--- config.mk ---
export PLATFORM = sky130hd
export DESIGN_NAME = pwm_multi_ctrl_flat
export DESIGN_NICKNAME = d
export VERILOG_FILES = /design/src/rtl/pwm_multi_ctrl_if.sv /design/src/rtl/pwm_multi_ctrl.sv /design/src/flat_wrapper.sv
export SDC_FILE = /design/constraint.sdc
export NUM_CORES = 1
export LEC_CHECK = 0
export BUFFER_PORTS_ARGS = -buffer_cell sky130_fd_sc_hd__buf_2
export CAP_MARGIN = 25
export CORE_ASPECT_RATIO = 0.5
export CORE_MARGIN = 10
export CORE_UTILIZATION = 36
export CTS_CLUSTER_SIZE = 12
export DETAILED_ROUTE_END_ITERATION = 10
export SYNTH_ARGS = -nofsm -noshare
export SYNTH_HDL_FRONTEND = slang
export SYNTH_SLANG_ARGS = --single-unit
--- constraint.sdc ---
create_clock -name clk -period 2.36 [get_ports clk]
set_input_delay 0.472 -clock clk [delete_from_list [all_inputs] [get_ports clk]]
set_output_delay 0.472 -clock clk [all_outputs]
set_load 0.1 [all_outputs]
--- src/rtl/pwm_multi_ctrl_if.sv ---
// Bundles the button inputs, channel select and the PWM/LED outputs of
// pwm_multi_ctrl. The controller uses the slave modport. The environment
// that drives the buttons and observes the outputs uses the master modport.
interface pwm_multi_ctrl_if #(
  parameter int CHANNELS = 4
);
  localparam int SEL_W = (CHANNELS > 1) ? $clog2(CHANNELS) : 1;

  logic                btn_incrPWM;
  logic                btn_decrPWM;
  logic [SEL_W-1:0]    ch_sel;
  logic [CHANNELS-1:0] pwm_out;
  logic                inled;
  logic                deled;
  logic                clock_1hz;

  modport master (
    output btn_incrPWM,
    output btn_decrPWM,
    output ch_sel,
    input  pwm_out,
    input  inled,
    input  deled,
    input  clock_1hz
  );

  modport slave (
    input  btn_incrPWM,
    input  btn_decrPWM,
    input  ch_sel,
    output pwm_out,
    output inled,
    output deled,
    output clock_1hz
  );
endinterface

--- src/rtl/pwm_multi_ctrl.sv ---
// Multi-channel PWM controller.
// - Several duty registers share one free-running period counter.
// - Two debounced buttons step the shadow duty of the channel picked by ch_sel.
// - Shadow duties move into the active registers only at the period wrap, so
//   each period is always produced with one consistent duty.
// - Also provides a heartbeat square wave and the debounced button levels.
// Optional build macro PWM_PHASE_STAGGER_EN: channel i compares against the
// counter advanced by i*(2^DUTY_W/CHANNELS). This spreads the rising edges
// of the channels across the period.
module pwm_multi_ctrl #(
  parameter int CHANNELS        = 4,
  parameter int DUTY_W          = 8,
  parameter int STEP            = 16,
  parameter int RESET_DUTY      = 0,
  parameter int DEBOUNCE_CYCLES = 1000,
  parameter int CLK_HZ          = 10000
) (
  input logic              clk,
  input logic              reset,
  pwm_multi_ctrl_if.slave  bus
);

  localparam int SEL_W = (CHANNELS > 1) ? $clog2(CHANNELS) : 1;
  localparam int DB_W  = (DEBOUNCE_CYCLES > 1) ? $clog2(DEBOUNCE_CYCLES) : 1;
  localparam int HALF  = ((CLK_HZ / 2) > 0) ? (CLK_HZ / 2) : 1;
  localparam int HB_W  = (HALF > 1) ? $clog2(HALF) : 1;

  localparam logic [DUTY_W-1:0] DUTY_MAX   = {DUTY_W{1'b1}};
  localparam logic [DUTY_W:0]   DUTY_MAX_X = {1'b0, DUTY_MAX};
  localparam logic [DUTY_W:0]   STEP_X     = (DUTY_W + 1)'(STEP);
  localparam logic [DUTY_W-1:0] DUTY_RST   = DUTY_W'(RESET_DUTY);
  localparam logic [DB_W-1:0]   DB_LAST    = DB_W'(DEBOUNCE_CYCLES - 1);
  localparam logic [HB_W-1:0]   HB_LAST    = HB_W'(HALF - 1);

  // Increment clamps at full scale; the sum is formed one bit wider so it cannot wrap.
  function automatic logic [DUTY_W-1:0] sat_inc(input logic [DUTY_W-1:0] d);
    logic [DUTY_W:0] sum;
    sum = {1'b0, d} + STEP_X;
    if (sum > DUTY_MAX_X) begin
      return DUTY_MAX;
    end else begin
      return sum[DUTY_W-1:0];
    end
  endfunction

  // Decrement clamps at zero; a borrow shows up in the extra top bit.
  function automatic logic [DUTY_W-1:0] sat_dec(input logic [DUTY_W-1:0] d);
    logic [DUTY_W:0] diff;
    diff = {1'b0, d} - STEP_X;
    if (diff[DUTY_W]) begin
      return {DUTY_W{1'b0}};
    end else begin
      return diff[DUTY_W-1:0];
    end
  endfunction

  // Bit 0 = increment button, bit 1 = decrement button.
  logic [1:0]        btn_raw_s;
  logic [1:0]        sync1_r;
  logic [1:0]        sync2_r;
  logic [1:0]        level_r;
  logic [1:0]        level_d_r;
  logic [DB_W-1:0]   db_cnt_r [2];
  logic              inc_step_s;
  logic              dec_step_s;

  logic [DUTY_W-1:0] cnt_r;
  logic [DUTY_W-1:0] shadow_r     [CHANNELS];
  logic [DUTY_W-1:0] shadow_nxt_s [CHANNELS];
  logic [DUTY_W-1:0] active_r     [CHANNELS];
  logic [DUTY_W-1:0] cmp_cnt_s    [CHANNELS];
  logic [CHANNELS-1:0] pwm_cmp_s;
  logic [CHANNELS-1:0] pwm_r;

  logic [HB_W-1:0]   hb_cnt_r;
  logic              hb_r;

  assign btn_raw_s = {bus.btn_decrPWM, bus.btn_incrPWM};

  // Two-stage synchronisers, then a debounce counter per button that must see a stable changed level.
  always_ff @(posedge clk) begin
    if (reset) begin
      sync1_r   <= 2'b00;
      sync2_r   <= 2'b00;
      level_r   <= 2'b00;
      level_d_r <= 2'b00;
      for (int b = 0; b < 2; b++) begin
        db_cnt_r[b] <= {DB_W{1'b0}};
      end
    end else begin
      sync1_r   <= btn_raw_s;
      sync2_r   <= sync1_r;
      level_d_r <= level_r;
      for (int b = 0; b < 2; b++) begin
        if (sync2_r[b] != level_r[b]) begin
          if (db_cnt_r[b] == DB_LAST) begin
            level_r[b]  <= sync2_r[b];
            db_cnt_r[b] <= {DB_W{1'b0}};
          end else begin
            db_cnt_r[b] <= db_cnt_r[b] + DB_W'(1);
          end
        end else begin
          db_cnt_r[b] <= {DB_W{1'b0}};
        end
      end
    end
  end

  // One-cycle step pulses on debounced rising edges; simultaneous presses cancel.
  always_comb begin
    inc_step_s = level_r[0] & ~level_d_r[0] & ~(level_r[1] & ~level_d_r[1]);
    dec_step_s = level_r[1] & ~level_d_r[1] & ~(level_r[0] & ~level_d_r[0]);
  end

  // Next shadow duty: only the selected channel moves; out-of-range selects match nothing.
  always_comb begin
    for (int i = 0; i < CHANNELS; i++) begin
      shadow_nxt_s[i] = shadow_r[i];
      if (bus.ch_sel == SEL_W'(i)) begin
        if (inc_step_s) begin
          shadow_nxt_s[i] = sat_inc(shadow_r[i]);
        end else if (dec_step_s) begin
          shadow_nxt_s[i] = sat_dec(shadow_r[i]);
        end else begin
          shadow_nxt_s[i] = shadow_r[i];
        end
      end else begin
        shadow_nxt_s[i] = shadow_r[i];
      end
    end
  end

  // Per-channel compare counter, optionally phase-shifted to stagger rising edges.
  always_comb begin
    for (int i = 0; i < CHANNELS; i++) begin
`ifdef PWM_PHASE_STAGGER_EN
      cmp_cnt_s[i] = cnt_r + DUTY_W'(i * ((2 ** DUTY_W) / CHANNELS));
`else
      cmp_cnt_s[i] = cnt_r;
`endif
    end
  end

  // Compare: full-scale duty is forced high so it never drops out at the wrap.
  always_comb begin
    pwm_cmp_s = {CHANNELS{1'b0}};
    for (int i = 0; i < CHANNELS; i++) begin
      if (active_r[i] == DUTY_MAX) begin
        pwm_cmp_s[i] = 1'b1;
      end else begin
        pwm_cmp_s[i] = (cmp_cnt_s[i] < active_r[i]);
      end
    end
  end

  // Period counter, shadow/active duty registers with reload at the wrap, and registered outputs.
  always_ff @(posedge clk) begin
    if (reset) begin
      cnt_r <= {DUTY_W{1'b0}};
      pwm_r <= {CHANNELS{1'b0}};
      for (int i = 0; i < CHANNELS; i++) begin
        shadow_r[i] <= DUTY_RST;
        active_r[i] <= DUTY_RST;
      end
    end else begin
      cnt_r <= cnt_r + DUTY_W'(1);
      pwm_r <= pwm_cmp_s;
      for (int i = 0; i < CHANNELS; i++) begin
        shadow_r[i] <= shadow_nxt_s[i];
        if (cnt_r == DUTY_MAX) begin
          active_r[i] <= shadow_r[i];
        end else begin
          active_r[i] <= active_r[i];
        end
      end
    end
  end

  // Heartbeat divider: toggle once per half period of CLK_HZ cycles.
  always_ff @(posedge clk) begin
    if (reset) begin
      hb_cnt_r <= {HB_W{1'b0}};
      hb_r     <= 1'b0;
    end else if (hb_cnt_r == HB_LAST) begin
      hb_cnt_r <= {HB_W{1'b0}};
      hb_r     <= ~hb_r;
    end else begin
      hb_cnt_r <= hb_cnt_r + HB_W'(1);
      hb_r     <= hb_r;
    end
  end

  assign bus.pwm_out   = pwm_r;
  assign bus.inled     = level_r[0];
  assign bus.deled     = level_r[1];
  assign bus.clock_1hz = hb_r;

endmodule

--- src/flat_wrapper.sv ---
// flat-port wrapper written by rule: the top's interface ports become plain ports
module pwm_multi_ctrl_flat 
#(
  parameter int CHANNELS        = 4,
  parameter int DUTY_W          = 8,
  parameter int STEP            = 16,
  parameter int RESET_DUTY      = 0,
  parameter int DEBOUNCE_CYCLES = 1000,
  parameter int CLK_HZ          = 10000
)
  (clk, reset, bus_btn_incrPWM, bus_btn_decrPWM, bus_ch_sel, bus_pwm_out, bus_inled, bus_deled, bus_clock_1hz);
  pwm_multi_ctrl_if #(.CHANNELS(CHANNELS)) bus_i ();
  input logic clk;
  input logic reset;
  input wire logic [$bits(bus_i.btn_incrPWM)-1:0] bus_btn_incrPWM;
  input wire logic [$bits(bus_i.btn_decrPWM)-1:0] bus_btn_decrPWM;
  input wire logic [$bits(bus_i.ch_sel)-1:0] bus_ch_sel;
  output wire logic [$bits(bus_i.pwm_out)-1:0] bus_pwm_out;
  output wire logic [$bits(bus_i.inled)-1:0] bus_inled;
  output wire logic [$bits(bus_i.deled)-1:0] bus_deled;
  output wire logic [$bits(bus_i.clock_1hz)-1:0] bus_clock_1hz;
  assign bus_i.btn_incrPWM = bus_btn_incrPWM;
  assign bus_i.btn_decrPWM = bus_btn_decrPWM;
  assign bus_i.ch_sel = bus_ch_sel;
  assign bus_pwm_out = bus_i.pwm_out;
  assign bus_inled = bus_i.inled;
  assign bus_deled = bus_i.deled;
  assign bus_clock_1hz = bus_i.clock_1hz;
  pwm_multi_ctrl #(.CHANNELS(CHANNELS), .DUTY_W(DUTY_W), .STEP(STEP), .RESET_DUTY(RESET_DUTY), .DEBOUNCE_CYCLES(DEBOUNCE_CYCLES), .CLK_HZ(CLK_HZ)) u_core (.clk(clk), .reset(reset), .bus(bus_i));
endmodule
==> results of run 1 <==
==> state kept, by name, indices dropped and copies added, names as in the netlist, 4 cells and up <==
signal / cells
u_core.shadow_r: 20
u_core.cnt_r: 8
u_core.active_r: 20
u_core.db_cnt_r: 20
u_core.bus.pwm_out: 4
u_core.hb_cnt_r: 13
==> path summary, 6_finish.rpt <==
kind,from,to,slack (ns)
max,u_core.level_r[0],u_core.shadow_r[2][6],0.32
min,bus_btn_decrPWM,u_core.sync1_r[1],0.35
max reg2reg,u_core.level_r[0],u_core.shadow_r[2][6],0.32
min reg2reg,u_core.sync1_r[0],u_core.sync2_r[0],0.43
==> worst max-delay path, cell delays in order (launching register included) <==
cell and delay (ns):
dfxtp_2 0.36, nor2b_1 0.14, ha_1 0.38, buf_4 0.35, nor2b_1 0.12, a21o_1 0.16, a31o_2 0.23, a211oi_1 0.21
==> area by class of cell <==
cell class | count | area (um2) | area share, %
tap | 198 | 248 | 4.13
timing repair buffer | 24 | 150 | 2.50
sequential | 94 | 2280 | 38.1
multi-input combinational | 452 | 2890 | 48.1
clock buffer | 12 | 236 | 3.94
clock inverter | 4 | 48.8 | 0.814
inverter | 38 | 143 | 2.38
==> layer usage <==
metal	up-vias	GRT usage [%]	share of wire (%)
li1	2136	-	-
met1	1858	14.1	51
met2	67	15.8	43
met3	19	2.74	3.6
met4	0	4.24	2.4
met5	-	0	0
==> metrics by stage <==
stage | setup WS [ns] | cells | total power [mW] | utilization [%]
final | 0.322 | 822 | 3.39 | 41.4
after floorplan | 0.140 | 606 | 1.95 | -
after global routing | 0.182 | 822 | 3.54 | 41.4
after CTS | 0.328 | 822 | 3.44 | 41.4
after global placement | 0.395 | 806 | 2.00 | 39.5
after detailed placement | 0.344 | 806 | 2.00 | 39.5
==> synth_stat cells (4+ instances only) <==
| cell type | count | area (um2) |
|---|---|---|
| and2_1 | 7 | 43.8 |
| xor2_1 | 12 | 105 |
| a21oi_1 | 27 | 135 |
| or3_1 | 4 | 25.0 |
| buf_1 | 4 | 15.0 |
| nor3_1 | 26 | 130 |
| o21ai_0 | 15 | 75.1 |
| nand3_1 | 28 | 140 |
| a31oi_1 | 6 | 37.5 |
| a21o_1 | 5 | 37.5 |
| a41o_1 | 4 | 40.0 |
| nor2b_1 | 25 | 156 |
| clkbuf_1 | 15 | 56.3 |
| ha_1 | 45 | 563 |
| a211oi_1 | 10 | 75.1 |
| dfxtp_1 | 54 | 1080 |
| xnor2_1 | 22 | 193 |
| a311oi_1 | 5 | 43.8 |
| nand4_1 | 13 | 81.3 |
| nor3b_1 | 7 | 52.6 |
| inv_1 | 38 | 143 |
| nand2_1 | 42 | 158 |
| edfxtp_1 | 40 | 1200 |
| nor2_1 | 76 | 285 |
| and3_1 | 4 | 25.0 |
==> kinds of logic after synthesis <==
| family | share of synthesized area, % |
|---|---|
| adder cells (fa/ha/maj) | 10.6 |
| flip-flops | 42.8 |
| buffers and inverters | 4.41 |
| AND/OR/NAND/NOR | 24.1 |
| AO/OA/AOI/OAI | 11.9 |
| other | 0.0703 |
| XOR/XNOR | 5.59 |
| multiplexers | 0.587 |
==> power by group <==
group | switching [mW] | total [mW] | internal [mW]
clock network | 0.601 | 1.42 | 0.823
logic | 0.129 | 0.195 | 0.0657
registers | 0.0351 | 1.77 | 1.74
==> flow_summary.json, run 1 <==
{
  "skew_ns": 0.00855,
  "remaining_drc_errors": 0,
  "grt_max_degree": 27,
  "synth_flop_cell": "dfxtp_1",
  "detail_route.wl_per_cell_um": 12.4,
  "cts-htree-levels": 3,
  "setup_tns_ns": 0,
  "die_area_um2": 20400,
  "cts_buffers": 9,
  "die_width_um": 192,
  "hold_path_depth": 2,
  "global_route.usage.total_pct": 10.5,
  "timing.final.setup_violations": 0,
  "cts_resized": 0,
  "die_y_um": 106,
  "r2r_cells": 7,
  "start_kind": "register",
  "synthArstFlopShare_pct": 0,
  "design.portCount": 13,
  "vias_per_cell": 4.96,
  "type_of_the_most_critical_hold_path": "input port to register",
  "grt_first_pass_wirelength_um": 18000,
  "hold_ws_ns": 0.346,
  "cts_root_buffer": "clkbuf_16",
  "maxCapViolations": 0,
  "ys.warnings.count": 0,
  "overflow": 0,
  "detailroute.via_count": 4080,
  "grt_pass1_vias": 3843,
  "setup.worst_path.end_class": "register",
  "most_frequent_cells_in_the_layout": "76 x nor2_1, 52 x dfxtp_1, 45 x ha_1",
  "period_share_pct": 86.4,
  "post_route_cells_drive_above_1_share_pct": 7.69,
  "final_count_of_pins_violating_max_slew": 0,
  "cts.sinks": 94,
  "tritoncts": "yes",
  "cts.clk_slew.worst_paths_ns": 0.06,
  "cts_hold_buffers": 0,
  "area.growth.synth_to_final_pct": 12.5,
  "critical_path_required_ns": 2.61,
  "count_of_buffers_from_port_buffering": 12,
  "crit_fanout": 26,
  "gp_congestion": 0.877,
  "synth_enable_flop_cells": 40,
  "antennaDiodeCount": 0,
  "timing.fmax_mhz": 491,
  "layout.filler_cells": 1422,
  "design.core.area_um2": 14500,
  "fin_area_um2": 6000,
  "p_per_area_nw_per_um2": 565,
  "start_util_pct": 36.9,
  "worst_ir_drop_vdd_mv": 0.320,
  "detailed_place_hpwl_um": 7440,
  "yosysSeqAreaShare_pct": 42.8,
  "dpl-instance-area_um2": 5710,
  "status": "complete, no violations",
  "synth_register_bits": 94,
  "drt_first_pass_iters": 4,
  "layout_commonest_cell": "nor2_1",
  "netlist_area_um2": 5330,
  "post_synth_num_cell_types": 59,
  "clk-insertion-delay-late_ns": 0.34,
  "timing_hold_violations_final": 0,
  "cts_setup_buffers": 0,
  "routed_wl_um": 10200,
  "critical_path_arrival_ns": 2.29,
  "detail-route-antenna-nets": 0,
  "crit_type": "register to register",
  "design.final.nets": 670,
  "synth.avg_cell_area_um2": 9.08,
  "clk_path_buf_depth": 2,
  "fin_crit_ns": 2.04,
  "netlist_instances": 587,
  "number_of_antenna_violations_at_the_first_check_in_global_routing": 0,
  "power.leakage_nw": 2.30,
  "unrepaired_setup_endpoints_after_global_routing": "false",
  "num_rows": 31,
  "drt_iter0_drc": 273
}
(Power assumes the default switching activity.)
==> run 2: changes to the inputs <==
Settings changed: GPL_TIMING_DRIVEN set to 0.
==> flow_summary.json, run 2 (same netlist as run 1, synthesis figures left out) <==
{
  "crit_path_cell_trace": "nor2b_1 > ha_1 > clkbuf_1 > clkbuf_1 > nand4b_1 > o211ai_1 > nand3_1 > a21oi_1",
  "die_y_um": 106,
  "maxCapViolations": 0,
  "post_route_cells_drive_above_1_share_pct": 7.41,
  "post_layout_nonfiller_instances": 832,
  "drt_first_pass_iters": 5,
  "gp_congestion": 0.852,
  "finalPower_mw": 3.45,
  "drt_iter0_drc": 238,
  "clk_path_buf_depth": 2,
  "critical_path_arrival_ns": 2.40,
  "post-place-ws_ns": -0.281,
  "hold_path_depth": 2,
  "cts.clk_slew.worst_paths_ns": 0.07,
  "global_route.usage.total_pct": 11.2,
  "worstMarginPinSlew_ns": 0.845,
  "cts-htree-levels": 3,
  "most_frequent_cells_in_the_layout": "76 x nor2_1, 52 x dfxtp_1, 45 x ha_1",
  "grt_pass1_vias": 3879,
  "critical_path_required_ns": 2.62,
  "design.final.nets": 680,
  "crit_fanout": 10,
  "timing.fmax_mhz": 467,
  "overflow": 0,
  "design.core.area_um2": 14500,
  "detail-route-antenna-nets": 0,
  "skew_ns": 0.0110,
  "area.growth.synth_to_final_pct": 13.3,
  "worstHoldStart": "bus_btn_incrPWM",
  "power.leakage_nw": 2.29,
  "dpl.cell_count": 817,
  "p_per_area_nw_per_um2": 572,
  "type_of_the_most_critical_hold_path": "input port to register",
  "number_of_antenna_violations_at_the_first_check_in_global_routing": 0,
  "detail_route.wl_per_cell_um": 13.7,
  "tritoncts": "yes",
  "critical_path.max_stage_delay_ns": 0.46,
  "slew-limit-headroom_pct": 43.2,
  "antennaDiodeCount": 0,
  "timing_hold_violations_final": 0,
  "cts.sinks": 94,
  "die_area_um2": 20400,
  "remaining_drc_errors": 0,
  "fin_crit_ns": 2.14,
  "slowest_library_cell_on_the_worst_path": "clkbuf_1",
  "r2r_startpoint": "u_core.level_r[0]",
  "critical_path.startpoint": "u_core.level_r[0]",
  "hold_ws_ns": 0.342,
  "vias_per_cell": 4.93,
  "cts_setup_buffers": 0,
  "design.portCount": 13,
  "detailroute.via_count": 4102,
  "count_of_buffers_from_port_buffering": 12,
  "cts_buffers": 9,
  "setup.worst_path.end_class": "register",
  "crit_type": "register to register",
  "die_width_um": 192,
  "timing.final.ws_setup_ns": 0.220,
  "grt_first_pass_wirelength_um": 18800,
  "cell_with_the_most_instances_on_the_worst_path": "clkbuf_1",
  "cts_resized": 0,
  "final_count_of_pins_violating_max_slew": 0,
  "detailed_place_hpwl_um": 8130,
  "start_kind": "register",
  "status": "complete, no violations",
  "timing.final.setup_violations": 0,
  "unrepaired_setup_endpoints_after_global_routing": "false",
  "period_share_pct": 90.7,
  "grt_max_degree": 17,
  "r2r_cells": 8,
  "cts_hold_buffers": 0,
  "layout_top_registers": "u_core.active_r (20), u_core.db_cnt_r (20), u_core.shadow_r (20)",
  "cts_root_buffer": "clkbuf_16",
  "num_rows": 31,
  "layout_commonest_cell": "nor2_1",
  "routed_wl_um": 11400,
  "clk-insertion-delay-late_ns": 0.34,
  "worst_ir_drop_vdd_mv": 0.339,
  "start_util_pct": 36.9
}
## run 2: cell count changes in the layout (fill, tap and decap cells not counted), sizes merged
cell and delta:
clkinvlp +2, buf -5, clkbuf +13
## run 2: layout make-up
class	count	area, um2
fillers	1420	8430
clock inverters	6	71.3
inverters	38	143
flip-flops and latches	94	2280
multi-input cells	452	2900
clock buffers	10	229
plain buffers	21	91.3
well taps	198	248
repair buffers	13	71.3
## run 2: final timing paths
| path | to | slack [ns] |
|---|---|---|
| setup / recovery | u_core.shadow_r[0][7] | 0.22 |
| setup reg to reg | u_core.shadow_r[0][7] | 0.22 |
| hold / removal | u_core.sync1_r[0] | 0.34 |
| hold reg to reg | u_core.sync2_r[1] | 0.43 |
## run 2: worst max-delay path, delay by kind of cell, from the launching register on
family	cells	cell delay (ns)
compound gates	2	0.34
fa+ha+maj	1	0.15
buf+inv	2	0.75
flops	1	0.36
simple gates	3	0.45
## run 2: through the flow
stage | util [%] | setup TNS, ns | instance area (um2)
after CTS | 41.7 | 0 | 6030
after global placement | 39.5 | -13.31 | 5710
after detailed placement | 39.6 | -3.89 | 5730
final | 41.7 | 0 | 6040
after global routing | 41.7 | 0 | 6040
after floorplan | - | 0 | 5410
## run 2: per-layer routing
metal  up-vias  global-route usage, %  wire length [um]
met5         -                      0                 0
met4         0                   3.30                75
met3         4                   2.80               395
met2        45                   18.1              5170
met1      1902                   14.5              5760
li1       2151                      -                 -
## run 2: power by group
group,switching [mW],leakage (nW),internal (mW)
sequential,0.0380,0.852,1.73
clock,0.648,0.139,0.830
combinational,0.137,1.30,0.0666
==> run 3: changes to the inputs <==
Settings changed: BUFFER_PORTS_ARGS -buffer_cell sky130_fd_sc_hd__buf_2 to unset, CORE_UTILIZATION 36 to 30, DONT_BUFFER_PORTS set to 1.
==> flow_summary.json, run 3 (same netlist as run 1, synthesis figures left out) <==
{
  "status": "complete, no violations",
  "routed_wl_um": 11300,
  "tritoncts": "yes",
  "die_width_um": 209,
  "detailed_place_hpwl_um": 8130,
  "drt_first_pass_iters": 4,
  "cts_resized": 7,
  "detail_route.wl_per_cell_um": 13.2,
  "number_of_antenna_violations_at_the_first_check_in_global_routing": 0,
  "timing_hold_violations_final": 0,
  "antennaDiodeCount": 0,
  "die_area_um2": 23800,
  "skew_ns": 0.00426,
  "critical_path_arrival_ns": 2.47,
  "net-switching-power_uw": 800,
  "worstMarginPinSlew_ns": 1.02,
  "count_of_buffers_from_port_buffering": 0,
  "post_layout_nonfiller_instances": 857,
  "clk_path_buf_depth": 2,
  "timing.fmax_mhz": 445,
  "start_util_pct": 30.6,
  "design.final.nets": 669,
  "critical_path_required_ns": 2.58,
  "post_route_cells_drive_above_1_share_pct": 6.10,
  "vias_per_cell": 4.83,
  "design.core.area_um2": 17400,
  "setup.worst_path.end_class": "register",
  "fin_crit_ns": 2.25,
  "cts.clk_slew.worst_paths_ns": 0.06,
  "internal_power_mw": 2.52,
  "die_y_um": 114,
  "clk-insertion-delay-late_ns": 0.34,
  "overflow": 0,
  "layout_commonest_cell": "nor2_1",
  "cts_root_buffer": "clkbuf_16",
  "detail-route-antenna-nets": 0,
  "grt_max_degree": 21,
  "crit_type": "register to register",
  "p_per_area_nw_per_um2": 549,
  "cp_num_buf_inv": 1,
  "period_share_pct": 95.2,
  "timing.final.setup_violations": 0,
  "final_count_of_pins_violating_max_slew": 0,
  "power.leakage_nw": 2.25,
  "remaining_drc_errors": 0,
  "layout_top_registers": "u_core.active_r (20), u_core.db_cnt_r (20), u_core.shadow_r (20)",
  "pwr-share-seq_pct": 54.5,
  "share_clk_of_total_power_pct": 40.9,
  "drt_iter0_drc": 285,
  "cts_setup_buffers": 0,
  "cts-htree-levels": 3,
  "cts_hold_buffers": 0,
  "dpl.cell_count": 840,
  "comb_power_share_pct": 4.6,
  "start_kind": "register",
  "critical_path.max_stage_delay_ns": 0.55,
  "crit_fanout": 10,
  "crit_path_cell_trace": "nor2b_1 > ha_1 > nor3b_2 > clkbuf_4 > o21ai_0 > a2111oi_1",
  "maxCapViolations": 0,
  "design.portCount": 13,
  "slowest_library_cell_on_the_worst_path": "dfxtp_4",
  "cts_buffers": 9,
  "detailroute.via_count": 4141,
  "slew-limit-headroom_pct": 32.1,
  "gp_congestion": 0.773,
  "layout.core_utilization_pct": 34.7,
  "most_frequent_cells_in_the_layout": "76 x nor2_1, 52 x dfxtp_1, 45 x ha_1",
  "grt_pass1_vias": 3862,
  "unrepaired_setup_endpoints_after_global_routing": "false",
  "grt_first_pass_wirelength_um": 18600,
  "cts.sinks": 94,
  "global_route.usage.total_pct": 9.35,
  "type_of_the_most_critical_hold_path": "input port to register",
  "worst_ir_drop_vdd_mv": 0.344,
  "area.growth.synth_to_final_pct": 13.4,
  "num_rows": 34,
  "power.share.switching_pct": 24.1,
  "worst_path_dominant_cell_family": "flip-flops"
}
[run 3: power by group through the flow]
stage	Clock, mW	Combinational (mW)	Sequential [mW]
global placement	0	0.147	1.85
floorplan	0	0.117	1.83
detailed placement	0	0.153	1.85
global route	1.46	0.178	1.82
CTS	1.40	0.154	1.81
finish	1.36	0.153	1.81
[run 3: routing by layer]
metal / routed length (um) / vias up / global-route usage (%)
met2: 5300 / 72 / 15.5
met4: 144 / 0 / 3.98
met1: 5320 / 1930 / 11.5
met3: 516 / 14 / 2.15
met5: 0 / - / 0
li1: - / 2125 / -
[run 3: area by class of cell]
type                       instances  area [um2]
buffer                            21        97.6
tap                              234         293
multi-input combinational        452        2920
clock inverter                     6        45.0
sequential                        94        2290
timing repair buffer               2        31.3
inverter                          38         143
fill                            1763       11400
clock buffer                      10         229
[run 3: metrics by stage]
| stage | cell area, um2 | hold slack [ns] | TNS [ns] | setup slack (ns) | power, mW |
|---|---|---|---|---|---|
| floorplan | 5410 | 0.414 | 0 | 0.140 | 1.95 |
| global placement | 5700 | 0.420 | -10.04 | -0.354 | 2.00 |
| detailed placement | 5700 | 0.441 | -4.43 | -0.333 | 2.00 |
| CTS | 6000 | 0.246 | 0 | 0.0277 | 3.36 |
| global route | 6050 | 0.250 | 0 | 0.00184 | 3.45 |
| finish | 6050 | 0.256 | 0 | 0.113 | 3.32 |
[run 3: final timing paths]
path	startpoint	slack, ns	end	cells after the start
max reg2reg	u_core.level_r[0]	0.11	u_core.shadow_r[1][6]	6
min reg2reg	u_core.hb_cnt_r[0]	0.45	u_core.hb_cnt_r[0]	1
max	u_core.level_r[0]	0.11	u_core.shadow_r[1][6]	6
min	bus_btn_incrPWM	0.26	u_core.sync1_r[0]	1
